### config.mk
export PLATFORM = sky130hd
export DESIGN_NAME = i2c_slave_controller
export DESIGN_NICKNAME = d
export VERILOG_FILES = /design/src/rtl/i2c_slave_controller_pkg.sv /design/src/rtl/i2c_slave_controller.sv
export SDC_FILE = /design/constraint.sdc
export NUM_CORES = 1
export LEC_CHECK = 0
export ABC_AREA = 0
export BUFFER_PORTS_ARGS = -buffer_cell sky130_fd_sc_hd__buf_4
export CAP_MARGIN = 20
export CELL_PAD_IN_SITES_DETAIL_PLACEMENT = 1
export CELL_PAD_IN_SITES_GLOBAL_PLACEMENT = 2
export CORE_UTILIZATION = 39
export DETAILED_ROUTE_END_ITERATION = 8
export HOLD_SLACK_MARGIN = 0.06
export PLACE_DENSITY_LB_ADDON = 0.25
export SETUP_SLACK_MARGIN = 0.15
export SKIP_LAST_GASP = 1
export SLEW_MARGIN = 40
export SYNTH_ARGS = -nofsm -noshare
export SYNTH_HDL_FRONTEND = slang
export SYNTH_SLANG_ARGS = --single-unit
### constraint.sdc
create_clock -name clk -period 4.68 [get_ports clk]
set_clock_uncertainty 0.2 [all_clocks]
set_input_delay 0.936 -clock clk [delete_from_list [all_inputs] [get_ports clk]]
set_output_delay 0.936 -clock clk [all_outputs]
set_load 0.02 [all_outputs]
### src/rtl/i2c_slave_controller_pkg.sv
// Shared I2C definitions: bus field widths and the slave controller state encoding.
// The slave timer imports this package as well.
package i2c_slave_controller_pkg;

  localparam int ADDR_W = 7;
  localparam int DATA_W = 8;

  typedef enum logic [2:0] {
    IDLE,
    ADDR_RX,
    ADDR_ACK,
    DATA_RX,
    DATA_ACK,
    DATA_TX,
    TX_ACKCHK,
    WAIT_STOP
  } state_t;

  function automatic logic is_busy(state_t s);
    return !(s == IDLE || s == WAIT_STOP);
  endfunction

endpackage

### src/rtl/i2c_slave_controller.sv
// I2C slave byte-level controller: address match, write receive with ACK/NACK,
// read transmit with master ACK check. Bit timing comes from the external slave timer.
module i2c_slave_controller
  import i2c_slave_controller_pkg::*;
#(
  parameter logic [ADDR_W-1:0] SLAVE_ADDR = 7'h2A
) (
  input  logic              clk,
  input  logic              n_rst,
  input  logic              start,
  input  logic              stop,
  input  logic              rising_edge,
  input  logic              falling_edge,
  input  logic              byte_received,
  input  logic              ack_prep,
  input  logic              ack_check,
  input  logic              ack_done,
  input  logic              sda_in,
  output logic              sda_out,
  output logic              sda_oe,
  output logic [DATA_W-1:0] rx_data,
  output logic              rx_valid,
  input  logic              rx_full,
  input  logic [DATA_W-1:0] tx_data,
  output logic              tx_req,
  output logic              busy
);

  state_t              state_q, state_d;
  logic [DATA_W-1:0]   rx_shift_q, tx_shift_q, rx_data_q;
  logic [2:0]          bit_cnt_q;
  logic                rw_q, ack_q;
  logic                ack_prep_q, ack_check_q;
  logic                sda_out_q, sda_oe_q, rx_valid_q, tx_req_q, busy_q;
  logic                prep_first, check_first, addr_match;

  assign prep_first  = ack_prep & ~ack_prep_q;
  assign check_first = ack_check & ~ack_check_q;
  assign addr_match  = (rx_shift_q[DATA_W-1:1] == SLAVE_ADDR);

  // ack_q means "we ACKed" in DATA_ACK and "master ACKed" in TX_ACKCHK.
  always_comb begin
    state_d = state_q;
    if (stop) begin
      state_d = IDLE;
    end else if (start) begin
      state_d = ADDR_RX;
    end else begin
      case (state_q)
        ADDR_RX:   if (prep_first) state_d = addr_match ? ADDR_ACK : WAIT_STOP;
        ADDR_ACK:  if (ack_done) state_d = rw_q ? DATA_TX : DATA_RX;
        DATA_RX:   if (prep_first) state_d = DATA_ACK;
        DATA_ACK:  if (ack_done) state_d = ack_q ? DATA_RX : WAIT_STOP;
        DATA_TX:   if (falling_edge && bit_cnt_q == 3'd7) state_d = TX_ACKCHK;
        TX_ACKCHK: begin
          if (check_first && sda_in) state_d = WAIT_STOP;
          else if (ack_done && ack_q) state_d = DATA_TX;
        end
        default:   state_d = state_q;
      endcase
    end
  end

  always_ff @(posedge clk or negedge n_rst) begin
    if (!n_rst) begin
      state_q     <= IDLE;
      rx_shift_q  <= '0;
      tx_shift_q  <= '0;
      rx_data_q   <= '0;
      bit_cnt_q   <= '0;
      rw_q        <= 1'b0;
      ack_q       <= 1'b0;
      ack_prep_q  <= 1'b0;
      ack_check_q <= 1'b0;
      sda_out_q   <= 1'b1;
      sda_oe_q    <= 1'b0;
      rx_valid_q  <= 1'b0;
      tx_req_q    <= 1'b0;
      busy_q      <= 1'b0;
    end else begin
      ack_prep_q  <= ack_prep;
      ack_check_q <= ack_check;
      state_q     <= state_d;
      busy_q      <= is_busy(state_d);
      rx_valid_q  <= 1'b0;
      tx_req_q    <= 1'b0;
      if (stop) begin
        sda_oe_q  <= 1'b0;
        sda_out_q <= 1'b1;
      end else if (start) begin
        rx_shift_q <= '0;
        bit_cnt_q  <= '0;
        sda_oe_q   <= 1'b0;
        sda_out_q  <= 1'b1;
      end else begin
        case (state_q)
          ADDR_RX, DATA_RX: begin
            if (rising_edge && !byte_received)
              rx_shift_q <= {rx_shift_q[DATA_W-2:0], sda_in};
            if (prep_first && state_q == ADDR_RX) begin
              rw_q <= rx_shift_q[0];
              if (addr_match) begin
                sda_oe_q  <= 1'b1;
                sda_out_q <= 1'b0;
              end
            end
            if (prep_first && state_q == DATA_RX) begin
              ack_q <= !rx_full;
              if (!rx_full) begin
                rx_valid_q <= 1'b1;
                rx_data_q  <= rx_shift_q;
                sda_oe_q   <= 1'b1;
                sda_out_q  <= 1'b0;
              end
            end
          end
          ADDR_ACK, DATA_ACK, TX_ACKCHK: begin
            if (state_q == TX_ACKCHK && check_first) begin
              ack_q <= !sda_in;
            end else if (ack_done) begin
              if (state_d == DATA_TX) begin
                tx_shift_q <= tx_data;
                tx_req_q   <= 1'b1;
                bit_cnt_q  <= '0;
                sda_out_q  <= tx_data[DATA_W-1];
                sda_oe_q   <= 1'b1;
              end else begin
                sda_oe_q  <= 1'b0;
                sda_out_q <= 1'b1;
              end
            end
          end
          DATA_TX: begin
            if (falling_edge) begin
              bit_cnt_q <= bit_cnt_q + 3'd1;
              if (bit_cnt_q == 3'd7) begin
                sda_oe_q  <= 1'b0;
                sda_out_q <= 1'b1;
                ack_q     <= 1'b0;
              end else begin
                tx_shift_q <= {tx_shift_q[DATA_W-2:0], 1'b0};
                sda_out_q  <= tx_shift_q[DATA_W-2];
              end
            end
          end
          default: begin
            sda_oe_q  <= 1'b0;
            sda_out_q <= 1'b1;
          end
        endcase
      end
    end
  end

  assign sda_out  = sda_out_q;
  assign sda_oe   = sda_oe_q;
  assign rx_data  = rx_data_q;
  assign rx_valid = rx_valid_q;
  assign tx_req   = tx_req_q;
  assign busy     = busy_q;

endmodule

==> results of run 1 <==
-- critical path: cells and delay by family --
kind / cells / cell delay (ps)
AOI/OAI and AO/OA: 2 / 580
and+or+nand+nor: 3 / 1210
buffers and inverters: 1 / 160
-- cells by family after synthesis --
kind of cell / after synthesis / share of synthesized area
buf+inv: 21 / 0.0464
fa+ha+maj: 2 / 0.0110
simple gates: 85 / 0.241
flops: 38 / 0.420
mux: 19 / 0.0895
compound gates: 55 / 0.191
-- registers in the layout (all words and copies together) (netlist names), 3 cells and up --
signal      cells
bit_cnt_q       3
rx_data         8
rx_shift_q      8
state_q         3
tx_shift_q      7
-- layout by cell type (no fill, tap or decap), types with 3 or more instances in the layout --
cell	n
o311a_1	6
and3b_1	3
inv_1	8
mux2i_1	9
nor3_1	4
nor2_1	5
clkbuf_8	5
o21ai_0	10
a22oi_1	3
o211ai_1	8
or3_1	7
nand3_1	20
mux2_2	10
buf_4	32
dfrtp_1	37
nand2_1	15
a21oi_1	3
a22o_1	8
nand3b_1	4
nand2b_1	5
-- routing by layer --
layer | track usage | up-vias | wire [um]
li1 | - | 895 | -
met1 | 0.269 | 978 | 2710
met2 | 0.382 | 35 | 3110
met3 | 0.0465 | 6 | 202
met4 | 0.0704 | 0 | 58
met5 | 0 | - | 0
-- worst max path at each step --
stage	startpoint	endpoint	slack (ps)
after floorplan	ack_done	tx_shift_q[5]$_DFFE_PN0P_	2120
after global placement	sda_in	sda_oe$_DFFE_PN0P_	1510
after detailed placement	start	sda_oe$_DFFE_PN0P_	1560
after CTS	start	tx_req$_DFF_PN0_	1850
after global routing	start	bit_cnt_q[1]$_DFFE_PN0P_	1730
final	start	sda_oe$_DFFE_PN0P_	1840
-- power by group through the flow --
stage	clock, mW	combinational (mW)	sequential, mW
3_5_place_dp	0	0.215	0.427
2_1_floorplan	0	0.168	0.408
6_report	0.341	0.212	0.422
4_1_cts	0.349	0.216	0.423
3_3_place_gp	0	0.208	0.426
5_1_grt	0.359	0.241	0.431
-- layout make-up --
class / count / area (sq um) / area share
timing repair buffer: 33 / 245 / 0.0920
tap: 72 / 90.1 / 0.0338
inverter: 8 / 30.0 / 0.0113
clock buffer: 5 / 68.8 / 0.0258
multi-input combinational: 161 / 1210 / 0.454
sequential: 38 / 952 / 0.357
clock inverter: 3 / 68.8 / 0.0258
==> results_dict.tcl, run 1 <==
set metrics [dict create \
    drt_pre_antenna_iters 4 \
    power_frac_comb 0.218 \
    insertion_delay_ps 300 \
    place_worst_setup_slack_ps 1560 \
    cp_slowest_stage_delay_ps 430 \
    synth.top_cells.by_count "dfrtp_1 (37), nand3_1 (20), nand2_1 (15), mux2_2 (10), o21ai_0 (10)" \
    remaining_drc_errors 0 \
    cellInternalPower_mw 0.676 \
    holdCritPathClass "reg2reg" \
    path_class "in2reg" \
    fin_crit_sh 0.608 \
    grt_remaining_overflow 0 \
    required_time_of_the_critical_path_ps 4720 \
    fp.coreArea_sq_mm 0.00554 \
    dpl.cell_count 312 \
    num_rows 27 \
    num_io_pins 33 \
    max_freq_mhz 352 \
    worstReg2RegEnd "sda_oe$_DFFE_PN0P_" \
    part_of_the_power_in_the_clock_network 0.349 \
    layout_min_cycle_time_ps 2840 \
    io_buffers 32 \
    synthesis.area_sq_mm 0.00226 \
    p_switching_mw 0.299 \
    initial_core_util 0.409 \
    finalNonFillerCells 320 \
    postLayoutCoreUtil 0.481 \
    synth.most_common_cell "dfrtp_1" \
    power.density_mw_per_mm2 366 \
    synthesis.instances 220 \
    relSlewSlack 0.519 \
    synth_seq_area_share 0.420 \
    gp_congestion 0.752 \
    detail-route-antenna-nets 0 \
    hold_slack_ps 314 \
    synth.largest_area_cell "dfrtp_1" \
    first_global_vias 2038 \
    syn_nets 242 \
    timing.final.ws_setup_ps 1840 \
    final_wl_mm 6.08 \
    finalSetupViolCount 0 \
    ctsResizeCount 0 \
    drt_first_iter_violations 103 \
    via_count_normalized_by_instance_count 5.98 \
    rr_worst_depth 5 \
    report.final.slew_viol_count 0 \
    ctsHoldBuffers 0 \
    cp-start-kind "input pin" \
    synth-edff-count 0 \
    timing.reg2reg.setup_slack_ps 1940 \
    post_synth_main_area_contributors "dfrtp_1 (41%), mux2_2 (5.0%), nand3_1 (4.4%), mux2i_1 (4.0%), a22o_1 (3.1%)" \
    worstSetupEndpointType "flip-flop" \
    cts_sinks 38 \
    antennaDiodeCount 0 \
    wl_per_cell_um 19.0 \
    result_of_the_run "finished, final reports clean" \
    fillers 623 \
    cts.root.buffer_cell "clkbuf_8" \
    worst_hold_path.num_cells 1 \
    die_height_um 78.2 \
    grt_first_pass_wirelength_mm 10.3 \
    placement.cell_area_sq_mm 0.00253 \
    floorplan.die_area_sq_mm 0.00612 \
    detailroute.via_count 1914 \
    worst_hold_start "rx_data[6]$_DFFE_PN0P_" \
    grt_antenna_before_repair 0 \
    ys_types 52 \
    worst_path_cell_trace "buf_4 > nor2_1 > a21boi_0 > nand2_1 > nor4_4 > o221a_2" \
    clock_transition_at_the_registers_of_the_reported_paths_ps 80 \
    hold_path_endpoint "rx_data[6]$_DFFE_PN0P_" \
    area_growth_pct 17.7 \
    layout-drive-gt1-share 0.262 \
    worst_path_max_delay_cell "nor4_4" \
    final_net_count 269 \
    crit_fanout 11 \
    worst_r2r_startpoint "state_q[0]$_DFF_PN0_" \
    sequentialPowerShare 0.433 \
    cts-htree-levels 2 \
    grt_setup_unrepaired "no" \
    ys_dominant_reg_cell "dfrtp_1" \
    tightest_slew_ps 720 \
    finalPower_mw 0.975 \
    postSynthAreaPerCell_sq_um 10.3 \
    cap_violations 0 \
    synth_top_area_frac 0.409 \
    finalHoldViolations 0 \
    grtUsageTotal 0.219 \
    yosysWarningCount 0 \
    max-clock-path-buffers 2 \
    cp.arrival_ps 2890 \
    vdd_ir_drop_max_mv 0.154 \
    async_reset_ff_frac 1.00 \
    tritoncts.num_buffers 5 \
    cts_tree "built" \
    netSwitchingFraction 0.306 \
    dp_hpwl_mm 4.26 \
    final_area_sq_mm 0.00267 \
    maximum_number_of_pins_on_one_net_before_global_route_repair 39 \
    cts_setup_buffers 0 \
    die_x_um 78.2 \
    final.setup.tns_ps 0 \
    leakage_nw 1.13 \
    ys_ff_latch 38 \
]
No activity file was read; power rests on OpenSTA's default activity.
==> run 2, diff against run 1 <==
CORE_UTILIZATION = 33   (was 39)
clock period = 2.5 ns   (was 4.68 ns; I/O delays follow)
==> results_dict.tcl, run 2 (synthesis results as in run 1) <==
set metrics [dict create \
    result_of_the_run "finished, final reports clean" \
    final_common_cell "buf_4" \
    max-clock-path-buffers 2 \
    layout_min_cycle_time_ps 2230 \
    worst_path_max_delay_cell "dfrtp_2" \
    finalHoldViolations 0 \
    fp.coreArea_sq_mm 0.00649 \
    wl_per_cell_um 18.8 \
    cp_num_buf_inv 2 \
    io_buffers 32 \
    num_io_pins 33 \
    cpLargestDelayFamily "flip-flops" \
    hold_path_endpoint "ack_prep_q$_DFF_PN0_" \
    drt_pre_antenna_iters 6 \
    first_global_vias 2075 \
    power.density_mw_per_mm2 656 \
    vdd_ir_drop_max_mv 0.254 \
    drt_first_iter_violations 123 \
    final_cell_mix "buf_4 (57), dfrtp_1 (34), nand3_1 (20)" \
    grt_setup_unrepaired "yes" \
    path_class "reg2reg" \
    worstReg2RegEnd "tx_shift_q[0]$_DFFE_PN0P_" \
    final_net_count 298 \
    insertion_delay_ps 300 \
    timing.critical_path.from "state_q[0]$_DFF_PN0_" \
    tritoncts.num_buffers 5 \
    num_rows 29 \
    relSlewSlack 0.511 \
    detail-route-antenna-nets 0 \
    max_freq_mhz 448 \
    grt_first_pass_wirelength_mm 10.7 \
    timing.reg2reg.setup_slack_ps 270 \
    dp_hpwl_mm 4.67 \
    remaining_drc_errors 0 \
    fillers 735 \
    cap_violations 0 \
    worst_r2r_startpoint "state_q[0]$_DFF_PN0_" \
    antennaDiodeCount 0 \
    holdCritPathClass "in2reg" \
    layout-drive-gt1-share 0.375 \
    cp_slowest_stage_delay_ps 540 \
    area_growth_pct 31.9 \
    gp_congestion 0.824 \
    cts_sinks 38 \
    report.final.slew_viol_count 0 \
    worst_hold_path.num_cells 1 \
    worst_path_cell_trace "buf_4 > nand4bb_1 > o211ai_1 > nand4_2 > buf_12 > o311ai_1 > nand2_1" \
    cts-htree-levels 2 \
    initial_core_util 0.349 \
    via_count_normalized_by_instance_count 5.66 \
    grt_antenna_before_repair 0 \
    tightest_slew_ps 732 \
    final.setup.tns_ps 0 \
    rr_worst_depth 7 \
    worstSetupEndpointType "flip-flop" \
    hold_slack_ps 131 \
    worst_hold_start "ack_prep" \
    crit_fanout 18 \
    die_height_um 84.8 \
    final_area_sq_mm 0.00299 \
    fin_crit_sh 0.894 \
    maximum_number_of_pins_on_one_net_before_global_route_repair 39 \
    required_time_of_the_critical_path_ps 2490 \
    clock_transition_at_the_registers_of_the_reported_paths_ps 90 \
    floorplan.die_area_sq_mm 0.00720 \
    grtUsageTotal 0.190 \
    leakage_nw 1.28 \
    finalSetupViolCount 0 \
    cp-start-kind "flip-flop" \
    placement.cell_area_sq_mm 0.00272 \
    detailroute.via_count 2002 \
    final_wl_mm 6.64 \
    cts_tree "built" \
    die_x_um 84.8 \
    cp.arrival_ps 2220 \
    grt_remaining_overflow 0 \
    cts.root.buffer_cell "clkbuf_8" \
]
==> run 2: cell types whose count changed in the layout (fill, tap and decap cells not counted), moves of 2 or more <==
| cell | previous run | this run |
|---|---|---|
| nand2_2 | 0 | 2 |
| nor2_1 | 5 | 3 |
| dfrtp_1 | 37 | 34 |
| ha_1 | 2 | 0 |
| buf_4 | 32 | 57 |
| buf_12 | 0 | 2 |
| nand2_1 | 15 | 13 |
| nor2_2 | 1 | 3 |
| dfrtp_2 | 0 | 3 |
==> run 2: worst max-delay path by stage <==
stage	to	slack [ps]	depth (start not counted)
after floorplan	tx_shift_q[4]$_DFFE_PN0P_	370	7
after global placement	sda_oe$_DFFE_PN0P_	100	8
after detailed placement	sda_oe$_DFFE_PN0P_	80	8
after CTS	busy$_DFF_PN0_	140	10
after global routing	busy$_DFF_PN0_	130	9
final	tx_shift_q[0]$_DFFE_PN0P_	270	7
==> run 2: what timing repair did <==
action / CTS / global route
pin swaps: 0 / 11
cloned: 0 / 1
gates resized for setup: 3 / 11
setup endpoints to repair: 13 / 14
hold buffers: 1 / 0
setup buffers: 0 / 6
endpoints found under the hold margin: 37 / 0
==> run 2: routing by layer <==
layer / global-route usage / wire, um / up-vias
li1: - / - / 951
met1: 0.266 / 3250 / 1010
met2: 0.294 / 3110 / 31
met3: 0.0438 / 177 / 10
met4: 0.0555 / 102 / 0
met5: 0 / 0 / -
==> run 2: area by class of cell <==
class | instances | area (sq um) | share of cell area
multi-input cells | 161 | 1260 | 0.422
flip-flops and latches | 38 | 956 | 0.320
repair buffers | 62 | 508 | 0.170
well taps | 77 | 96.3 | 0.0322
clock buffers | 5 | 68.8 | 0.0230
clock inverters | 3 | 68.8 | 0.0230
inverters | 8 | 30.0 | 0.0101
==> run 2: per-stage QoR <==
stage               setup slack [ps]  utilization  std cells  power, mW
floorplan                        374            -        220       1.08
global placement                 104        0.418        338       1.27
detailed placement              75.4        0.419        338       1.28
CTS                              145        0.442        347       1.94
global route                     127        0.460        354       2.06
finish                           266        0.460        354       1.96
==> run 2: power by group <==
part	internal, mW	leakage (nW)	total [mW]	switching [mW]
Clock	0.400	0.0683	0.654	0.254
Combinational	0.256	0.730	0.523	0.267
Sequential	0.692	0.486	0.784	0.0920
Total	1.35	1.28	1.96	0.613
